==> config.mk <==
export PLATFORM = sky130hd
export DESIGN_NAME = alu8_issuer
export DESIGN_NICKNAME = d
export VERILOG_FILES = /design/src/rtl/alu8_issuer.sv
export SDC_FILE = /design/constraint.sdc
export NUM_CORES = 1
export LEC_CHECK = 0
export CORE_ASPECT_RATIO = 1.4
export CORE_MARGIN = 2
export CORE_UTILIZATION = 44
export DETAILED_ROUTE_END_ITERATION = 12
export PLACE_DENSITY = 0.89
export SLEW_MARGIN = 20
export SYNTH_ARGS = -nofsm -noshare
export SYNTH_HDL_FRONTEND = slang
export SYNTH_SLANG_ARGS = --single-unit
==> constraint.sdc <==
create_clock -name clk -period 1.9 [get_ports clk]
set_input_delay 0.285 -clock clk [delete_from_list [all_inputs] [get_ports clk]]
set_output_delay 0.285 -clock clk [all_outputs]
set_load 0.05 [all_outputs]
==> src/rtl/alu8_issuer.sv <==
// Command sequencer driving a combinational 8-bit ALU: registers operands,
// captures the result after one settle cycle and returns it over a response handshake.
module alu8_issuer #(
    parameter logic [7:0] DIV0_VALUE = 8'hFF,
    parameter int         CNT_W      = 16
) (
    input  logic             clk,
    input  logic             rst,
    input  logic             cmd_valid,
    output logic             cmd_ready,
    input  logic [3:0]       cmd_op,
    input  logic [7:0]       cmd_a,
    input  logic [7:0]       cmd_b,
    input  logic             cmd_use_acc,
    output logic [7:0]       alu_a,
    output logic [7:0]       alu_b,
    output logic [3:0]       alu_op,
    input  logic [7:0]       alu_out,
    input  logic             alu_carry,
    output logic             rsp_valid,
    input  logic             rsp_ready,
    output logic [7:0]       rsp_data,
    output logic             rsp_carry,
    output logic             rsp_zero,
    output logic             rsp_err,
    output logic [7:0]       acc,
    output logic [CNT_W-1:0] op_count
);

    localparam logic [3:0] OP_DIV = 4'd3;

    typedef enum logic [1:0] {
        IDLE,
        EXEC,
        RESP
    } state_t;

    state_t     state;
    state_t     state_nxt;
    logic       div0;
    logic [7:0] result;

    // NOTE: sequential state uses non-blocking assignments so every register
    // samples pre-edge values regardless of process evaluation order.
    always_ff @(posedge clk) begin
        if (rst) begin
            state <= IDLE;
        end else begin
            state <= state_nxt;
        end
    end

    // NOTE: the default assignment at the top keeps this block free of latches
    // when a case branch does not change state.
    always_comb begin
        state_nxt = state;
        case (state)
            IDLE:    if (cmd_valid) state_nxt = EXEC;
            EXEC:    state_nxt = RESP;
            RESP:    if (rsp_ready) state_nxt = IDLE;
            default: state_nxt = IDLE;
        endcase
    end

    // Handshake outputs decode the state register only, never the live inputs.
    always_comb begin
        cmd_ready = (state == IDLE);
        rsp_valid = (state == RESP);
    end

    assign result = div0 ? DIV0_VALUE : alu_out;

    // NOTE: every datapath register is cleared by reset so no X ever reaches
    // the ALU or the response channel.
    always_ff @(posedge clk) begin
        if (rst) begin
            alu_a     <= '0;
            alu_b     <= '0;
            alu_op    <= '0;
            div0      <= 1'b0;
            rsp_data  <= '0;
            rsp_carry <= 1'b0;
            rsp_zero  <= 1'b0;
            rsp_err   <= 1'b0;
            acc       <= '0;
            op_count  <= '0;
        end else begin
            if (state == IDLE && cmd_valid) begin
                alu_a  <= cmd_use_acc ? acc : cmd_a;
                alu_b  <= cmd_b;
                alu_op <= cmd_op;
                div0   <= (cmd_op == OP_DIV) && (cmd_b == 8'h00);
            end
            if (state == EXEC) begin
                rsp_data  <= result;
                rsp_carry <= alu_carry;
                rsp_zero  <= (result == 8'h00);
                rsp_err   <= div0;
                // A substituted divide result must not pollute the chain.
                if (!div0) begin
                    acc <= result;
                end
                if (op_count != {CNT_W{1'b1}}) begin
                    op_count <= op_count + 1'b1;
                end
            end
        end
    end

endmodule

==> results.cfg <==
[cells_and_area]
diodes = 0
layout-drive-gt1-share_pct = 9.49
utilization_pct = 66.1
syn_to_final_growth_pct = 47.0
fin_nets = 420
instances_no_fill = 458

[synth]
netlist_area_sq_um = 2450
synth_mux_area_share_pct = 6.85
ys.flop_type = dfxtp_1
ys_seq_area_share_pct = 47.4
synthTopCellsByArea = dfxtp_1, a21oi_1, nand2_1, nor2_1, mux2i_1
syn-num-nets = 329
synth_compound_area_share_pct = 14.7
yosysMostFrequentCell = dfxtp_1
syn-instance-count = 294
post_synth_and_or_nand_nor_area_fraction_pct = 27.1
yosysWarnings = 0
ys_ff_latch = 58
yosysTopAreaCellShare_pct = 47.4
synth-edff-count = 0
yosys.area.top_type = dfxtp_1
yosys.area_share.adder_pct = 0.511
synth_top_family_by_area = simple AND/OR/NAND/NOR gates
synth_common_cells = dfxtp_1, nand2_1, a21oi_1
synth_cell_types = 33
synth_xor_area_share_pct = 0
synthArstFlopShare_pct = 0
syn_area_per_cell_sq_um = 8.33

[route]
wire_per_inst_um = 14.1
drc = 0
firstDrtPassIters = 9
routed_wl_um = 6460
detail-route-antenna-nets = 0
vias_per_cell = 5.34
route.vias.total = 2446
initialDrtViolationCount = 84

[worst_setup_path]
r2r_slack_ns = 0.21
crit_required_ns = 1.62
crit_path_max_fanout = 5
cp_slowest_stage_delay_ns = 0.83
reg2regPathDepth = 5
arrival_ns = 1.56
cp-end-kind = output pin
critical_path.top_delay_family = buffers and inverters
critical_path_class = register to output pin
rr_startpoint = op_count[0]
critical_path.cell_chain = clkdlybuf4s50_1
critPathBufInv = 1
reg2reg_to = op_count[12]
crit_path_start_kind = register
crit_slowest_cell = clkdlybuf4s50_1

[global_routing]
antenna_found_initial = 0
gr-total-overflow = 0
grt_max_degree = 39
grt_pass1_wl_um = 10100
grt_usage_pct = 21.6
grt_pass1_vias = 2229

[place]
io_buffers = 90
gp_congestion = 0.858
dp_hpwl_um = 4740
dp_cells = 442

[timing]
worstMarginPinSlew_ns = 0.547
drv_slew = 0
rsz0062_at_grt = no
fin_skew_ns = 0.00681
max-slew-margin-rel_pct = 63.4
tns_ns = 0
setup_viol = 0
max_freq_mhz = 541
period_share_pct = 97.2
hold_viol = 0
fin_crit_ns = 1.85

[clock_network]
h-tree-depth = 3
cts.hold.buffers_added = 0
post-cts-setup-buffers = 0
cts_buffers = 9
path_clk_slew_ns = 0.06
root_buffer = clkbuf_8
clk_path_buf_depth = 2
clock_latency_ns = 0.33
cts_tree = yes
cts_sinks = 58

[power]
p_leak_nw = 1.40
powerDensity_nw_per_um2 = 797
peakVddDrop_mv = 0.540

[floorplan]
dieArea_sq_um = 6190
io_pins = 91
die_w_um = 67.0
std_cell_rows = 32
core-area_sq_um = 5450
initial_core_util_pct = 45.0
die_h_um = 92.3

[min_path]
hold_class = input pin to register
min_from = rst
worstHoldPathCells = 2
worstHoldEndpoint = op_count[12]

[run_status]
status = finished clean

[flow_run]
maxCapViolCount = 0
## report_power, final
part           leakage [nW]  switching, mW  internal, mW
Clock                0.0851          0.477         0.501
Combinational         0.840          0.360         0.220
Sequential            0.473         0.0355          1.28
## cells by family (layout without fill, tap and decap cells)
kind of cell / Yosys count / in the layout
adders and majority gates: 1 / 1
AOI/OAI and AO/OA: 63 / 63
DFF: 58 / 58
and+or+nand+nor: 135 / 135
muxes: 16 / 16
buffers and inverters: 21 / 117
## sequential cells by signal (all words and copies together) (netlist names)
register,count
rsp_carry,1
rsp_err,1
rsp_data,8
acc,8
alu_a,8
alu_b,8
rsp_zero,1
div0,1
alu_op,4
state,2
op_count,16
## worst max-delay path by stage
| stage | start | endpoint | slack [ns] | cells after the start |
|---|---|---|---|---|
| after floorplan | state[1] | alu_b[0] | 0.03 | 6 |
| after detailed placement | op_count[0] | op_count[12] | 0.24 | 5 |
| after global routing | op_count[7] | op_count[7] | 0.002 | 1 |
| final | op_count[11] | op_count[11] | 0.05 | 1 |
| after CTS | op_count[14] | op_count[14] | 0.003 | 1 |
| after global placement | op_count[6] | op_count[4] | 0.30 | 4 |
## metal layers
metal / wire length [um] / global-route usage [%]
met1: 2660 / 24.1
met2: 3320 / 36.5
met3: 312 / 6.38
met4: 167 / 10.0
met5: 0 / 0
## repair_timing
action,CTS,global route
endpoints found under the setup margin,3,5
hold endpoints to repair,0,0
resized for setup,3,5
## cell usage in the layout, fill, tap and decap left out, types with 4 or more instances in the layout
cell             synthesis  routed
or4_1                    5       5
dfxtp_1                 58      58
clkbuf_8                 0      10
mux2i_1                 10      10
nor3_1                  19      19
nand2b_1                 4       4
clkdlybuf4s50_1          0      77
o31ai_1                  6       6
nor2_1                  29      29
nor2b_1                  8       8
a21oi_1                 36      36
nand2_1                 46      46
buf_4                    1      11
dlymetal6s2s_1           0       5
o21ai_0                  9       9
a211oi_1                11      11
nand4_1                  7       7
mux2_2                   6       6
## final cells by class
cell class,count,area [sq um]
multi-input combinational,215,1200
fill,470,1850
sequential,58,1160
clock buffer,11,141
inverter,3,11.3
tap,68,85.1
clock inverter,5,30.0
timing repair buffer,98,967
## per-stage QoR
| step | cell area (sq um) | power (mW) | setup slack (ns) | hold WS [ns] |
|---|---|---|---|---|
| 3_3_place_gp | 3420 | 1.91 | 0.304 | 0.442 |
| 2_1_floorplan | 2450 | 1.69 | 0.0330 | 0.421 |
| 6_report | 3600 | 2.87 | 0.0528 | 0.404 |
| 5_1_grt | 3600 | 2.99 | 0.00240 | 0.412 |
| 4_1_cts | 3590 | 2.90 | 0.00327 | 0.390 |
| 3_5_place_dp | 3420 | 1.92 | 0.239 | 0.446 |
No activity file was read; power rests on OpenSTA's default activity.
